==> src/rtl/instr_mem_pkg.sv <==
// Shared definitions for the instruction-memory loader and the instruction RAM.
// Holds:
//   ADDR_W, DEPTH_WORDS  byte-address width and word depth of the instruction RAM
//   NOP_INSTR            RV32I "addi x0,x0,0", used to fill the RAM on init
//   loader_state_t       loader FSM state encoding
package instr_mem_pkg;

    localparam int ADDR_W      = 8;
    localparam int DEPTH_WORDS = 64;

    localparam logic [31:0] NOP_INSTR = 32'h0000_0013;

    typedef enum logic [1:0] {
        ST_IDLE  = 2'd0,
        ST_RECV  = 2'd1,
        ST_WRITE = 2'd2,
        ST_DONE  = 2'd3
    } loader_state_t;

endpackage

==> src/rtl/instr_mem_loader.sv <==
// Loads a program into the instruction RAM from a host byte stream.
// Bytes arrive little-endian; every four accepted bytes form one 32-bit word
// which is written to the RAM in a dedicated single write cycle. The core is
// held in reset from power-up (and during any load) until a session completes.
// Ports:
//   clk, rst   clock and synchronous active-high reset
//   start      request a session; num_words sampled with it (legal 1..DEPTH_WORDS)
//   in_valid, in_data, in_ready   byte-stream handshake
//   we, waddr, wdata              RAM write port
//   cpu_hold   core reset hold
//   busy       high during RECV and WRITE
//   done       one-cycle pulse closing a session
//   err        sticky: last start had an illegal num_words
module instr_mem_loader
    import instr_mem_pkg::*;
(
    input  logic              clk,
    input  logic              rst,
    input  logic              start,
    input  logic [6:0]        num_words,
    input  logic              in_valid,
    input  logic [7:0]        in_data,
    output logic              in_ready,
    output logic              we,
    output logic [ADDR_W-1:0] waddr,
    output logic [31:0]       wdata,
    output logic              cpu_hold,
    output logic              busy,
    output logic              done,
    output logic              err
);

    localparam logic [6:0] MAX_WORDS = 7'(DEPTH_WORDS);

    loader_state_t state_reg, state_next;
    logic [1:0]    byte_idx_reg, byte_idx_next;
    logic [6:0]    word_cnt_reg, word_cnt_next;
    logic [6:0]    num_words_reg, num_words_next;
    logic [31:0]   wdata_reg, wdata_next;
    logic          err_reg, err_next;
    logic          cpu_hold_reg, cpu_hold_next;

    always_ff @(posedge clk) begin
        if (rst) begin
            state_reg     <= ST_IDLE;
            byte_idx_reg  <= 2'd0;
            word_cnt_reg  <= 7'd0;
            num_words_reg <= 7'd0;
            wdata_reg     <= 32'd0;
            err_reg       <= 1'b0;
            cpu_hold_reg  <= 1'b1;
        end else begin
            state_reg     <= state_next;
            byte_idx_reg  <= byte_idx_next;
            word_cnt_reg  <= word_cnt_next;
            num_words_reg <= num_words_next;
            wdata_reg     <= wdata_next;
            err_reg       <= err_next;
            cpu_hold_reg  <= cpu_hold_next;
        end
    end

    always_comb begin
        state_next     = state_reg;
        byte_idx_next  = byte_idx_reg;
        word_cnt_next  = word_cnt_reg;
        num_words_next = num_words_reg;
        wdata_next     = wdata_reg;
        err_next       = err_reg;
        cpu_hold_next  = cpu_hold_reg;

        case (state_reg)
            ST_IDLE: begin
                if (start) begin
                    if ((num_words != 7'd0) && (num_words <= MAX_WORDS)) begin
                        num_words_next = num_words;
                        word_cnt_next  = 7'd0;
                        byte_idx_next  = 2'd0;
                        err_next       = 1'b0;
                        cpu_hold_next  = 1'b1;
                        state_next     = ST_RECV;
                    end else begin
                        // Rejected request leaves cpu_hold alone so a running
                        // program is not disturbed by a bad host command.
                        err_next = 1'b1;
                    end
                end
            end

            ST_RECV: begin
                // in_ready is high for the whole state, so in_valid alone
                // decides whether the handshake fires.
                if (in_valid) begin
                    wdata_next[8*byte_idx_reg +: 8] = in_data;
                    byte_idx_next = byte_idx_reg + 2'd1;  // wraps 3 -> 0
                    if (byte_idx_reg == 2'd3) begin
                        state_next = ST_WRITE;
                    end
                end
            end

            ST_WRITE: begin
                word_cnt_next = word_cnt_reg + 7'd1;
                if (word_cnt_next == num_words_reg) begin
                    // Registered so the hold falls in the same cycle as done.
                    cpu_hold_next = 1'b0;
                    state_next    = ST_DONE;
                end else begin
                    state_next = ST_RECV;
                end
            end

            ST_DONE: begin
                state_next = ST_IDLE;
            end

            default: begin
                state_next = ST_IDLE;
            end
        endcase
    end

    assign in_ready = (state_reg == ST_RECV);
    assign we       = (state_reg == ST_WRITE);
    assign busy     = (state_reg == ST_RECV) || (state_reg == ST_WRITE);
    assign done     = (state_reg == ST_DONE);
    assign waddr    = {word_cnt_reg[ADDR_W-3:0], 2'b00};
    assign wdata    = wdata_reg;
    assign err      = err_reg;
    assign cpu_hold = cpu_hold_reg;

endmodule

==> config.mk <==
export PLATFORM = sky130hd
export DESIGN_NAME = instr_mem_loader
export DESIGN_NICKNAME = d
export VERILOG_FILES = /design/src/rtl/instr_mem_pkg.sv /design/src/rtl/instr_mem_loader.sv
export SDC_FILE = /design/constraint.sdc
export NUM_CORES = 1
export LEC_CHECK = 0
export CORE_MARGIN = 2
export CORE_UTILIZATION = 45
export DETAILED_ROUTE_END_ITERATION = 10
export MAX_ROUTING_LAYER = met4
export PLACE_DENSITY = 0.75
export SETUP_SLACK_MARGIN = 0.5
export SYNTH_ARGS = -nofsm -noshare
export SYNTH_HDL_FRONTEND = slang
export SYNTH_SLANG_ARGS = --single-unit
==> constraint.sdc <==
create_clock -name clk -period 2.9 [get_ports clk]
set_clock_uncertainty 0.2 [all_clocks]
set_input_delay 0.29 -clock clk [delete_from_list [all_inputs] [get_ports clk]]
set_output_delay 0.29 -clock clk [all_outputs]
set_load 0.01 [all_outputs]
==> metrics.md <==
| Metric | Value |
|---|---|
| Status | finished clean |
| Worst min-delay path startpoint | err |
| Latest clock arrival within the worst-skew pair | around 310 ps |
| WS Path Type | input pin to flop |
| Seq/Total Area, Yosys | 0.430 |
| Largest net degree at the start of global routing | 30 |
| Post-CTS Hold Buffers | 0 |
| CTS tree | done |
| Row Count | 26 |
| Max FO, Critical Path | 7 |
| Clk sinks | 52 |
| Clk pwr share | 0.242 |
| Total number of vias | 2,066 |
| Synth unique cells | 44 |
| Slowest stage cell, crit path | or4_4 |
| Clock slew at reported path FFs | around 90 ps |
| Htree depth | 2 |
| Synth top area share | 0.430 |
| Fin crit share | 0.789 |
| Mapped Cells | 259 |
| GRT Overall Usage | 0.203 |
| Comb power frac | 0.277 |
| Setup crit end kind | flop |
| Reg2Reg Depth | 7 |
| CP Cell Sequence | clkdlybuf4s50_1 > or4_4 > or3_4 > a311oi_4 > o21ai_1 > o31ai_2 |
| DRT Pass-1 Iters | 4 |
| Clock Tree Buf Depth | 2 |
| Async set or reset register ratio after synthesis | 0 |
| Placer Congestion | 0.760 |
| # setup viols final | 0 |
| Core box area | 0.00514 mm² |
| Worst R2R Start | state_reg[1] |
| Metal-1 WL | about 2800 µm |
| RR Endpoint | wdata[27] |
| Worst R2R Setup Slack | roughly 660 ps |
| HPWL Detailed | 4190 µm |
| Total power | 1.64 mW |
| First DRT Iteration DRCs | 188 |
| Final Critical Period | 2290 ps |
| Die W | 77.3 µm |
| Max-slew violations | 0 |
| Flip-flop count of the largest register after layout | 32 |
| Power per Cell Area | approximately 520 mW/mm² |
| Layout area overhead | 30.8% |
| #FFs+latches synth | 52 |
| Met3 WL | 434 µm |
| # IOs | 65 |
| Final-stage net count | 349 |
| Synth warn | 0 |
| Commonest cells after routing, fill and taps aside | clkdlybuf4s50_1, dfxtp_1, nor2_1 |
| Drt wl/cell | ~15 µm |
| Final-report hold violation count | 0 |
| Post-synth top area cell | dfxtp_1 |
| Most common cell after layout, fill and taps aside | clkdlybuf4s50_1 |
| Peak supply drop | between 0.0003 and 0.0004 V |
| Crit path DAT | 2310 ps |
| Metal2 WL | 2560 µm |
| Num CTS Buffers | 5 |
| Fin Setup TNS | 0 ps |
| Drt drc | 0 |
| Port bufs | 62 |
| Crit path largest cell delay | 590 ps |
| P_int | 1.13 mW |
| Die area | 0.00598 mm² |
| Startpoint types | input pin |
| Post-synth EDFFs | 0 |
| Antenna-violating nets left | 0 |
| Grt ovf | 0 |
| Hold Path Stages | 2 |
| Syn avg cell area | just over 9 µm² |
| Final WL | about 5800 µm |
| Fmax achieved | 0.437 GHz |
| Sw Ratio | 0.314 |
| Worst endpoint required time | 2920 ps |
| Sw power | ~0.52 mW |
| Fraction of layout cells with a size suffix above 1 | 0.0909 |
| Die H | about 77 µm |
| Leakage | 1.11 nW |
| Main flop type after synthesis | dfxtp_1 |
| Starting Density | 0.471 |
| Hold Crit Class | flop to flop |
| Vias/cell | between 5 and 6 |
| Hold path endpoint | err |
| Max Used Layer | met4 |
| FILL cells | 465 |
| RSZ-0062 raised after global routing | true |
| Seq pwr share | 0.481 |
| Post-Syn Area | 0.00242 mm² |
| Initial antenna violation count | 0 |
| Max-Cap Viols | 0 |
| Top cells by area in the synthesized netlist | dfxtp_1, a22oi_1, nor2_1 |
| Setup crit start | num_words[0] |
| Vias in the first global route | 1,874 |
| CTS root buffer | clkbuf_8 |
| Ant. Diodes | 0 |
| First-pass GRT wire length | between 9000 and 10,000 µm |
-- worst max-delay path, delay by kind of cell --
kind,cells,cell delay [ps]
buf+inv,1,420
simple gates,2,970
compound gates,3,630
-- layer usage --
layer	vias to the layer above	GRT usage
met1	959	0.289
met5	-	-
met3	6	0.0535
li1	1033	-
met4	0	0.0536
met2	68	0.287
-- synthesized netlist by cell type (all sizes together), types with 3 or more instances --
| cell | instances |
|---|---|
| nand3 | 6 |
| ha | 11 |
| o31ai | 3 |
| dfxtp | 52 |
| nor4b | 3 |
| mux2i | 9 |
| nor2 | 48 |
| inv | 6 |
| nor3 | 3 |
| o21ai | 18 |
| buf | 15 |
| xor2 | 3 |
| a22oi | 32 |
| nand2b | 3 |
| nand2 | 9 |
| nor2b | 4 |
| a21oi | 3 |
| clkbuf | 3 |
| xnor2 | 6 |
-- how the worst max path moves through the flow --
stage	endpoint	slack, ps	depth (start not counted)
2_1_floorplan	wdata[24]	700	7
3_3_place_gp	word_cnt_reg[5]	330	6
3_5_place_dp	word_cnt_reg[6]	260	6
4_1_cts	word_cnt_reg[6]	590	6
5_1_grt	wdata[26]	500	7
6_report	word_cnt_reg[6]	610	6
-- cell type report --
| type | count | area, µm² | share of cell area |
|---|---|---|---|
| inverters | 6 | 22.5 | 0.00712 |
| clock inverters | 2 | 12.5 | 0.00395 |
| repair buffers | 70 | 681 | 0.215 |
| multi-input cells | 184 | 1250 | 0.395 |
| flip-flops and latches | 52 | 1040 | 0.329 |
| clock buffers | 5 | 68.8 | 0.0217 |
| well taps | 70 | 87.6 | 0.0277 |
-- power by group through the flow --
stage	Combinational, mW	Sequential, mW	Clock [mW]
global route	0.496	0.796	0.433
global placement	0.442	0.807	0
floorplan	0.280	0.808	0
finish	0.455	0.790	0.398
CTS	0.451	0.791	0.407
detailed placement	0.448	0.807	0
-- cells by family (layout without fill, tap and decap cells) --
| group | Yosys count | count (layout) | share of synthesized area |
|---|---|---|---|
| adder cells (fa/ha/maj) | 11 | 11 | 0.0569 |
| other | 1 | 2 | 0.00155 |
| flip-flops | 52 | 52 | 0.430 |
| AND/OR/NAND/NOR | 88 | 88 | 0.184 |
| XOR/XNOR | 9 | 9 | 0.0326 |
| buffers and inverters | 24 | 83 | 0.0584 |
| AO/OA/AOI/OAI | 65 | 65 | 0.198 |
| multiplexers | 9 | 9 | 0.0388 |
-- through the flow --
step           instances  setup WS [ps]   util  hold slack (ps)  cell area (µm²)
2_1_floorplan        260            703      -              236             2420
3_3_place_gp         382            331  0.598              291             3070
3_5_place_dp         382            263  0.598              299             3070
4_1_cts              389            590  0.614              315             3150
5_1_grt              389            496  0.616              326             3160
6_report             389            612  0.616              306             3160
-- what timing repair did --
item                       CTS  global route
setup buffers                0             0
setup endpoints to repair    0            13
resized for setup            0             2
(Power assumes the default switching activity.)
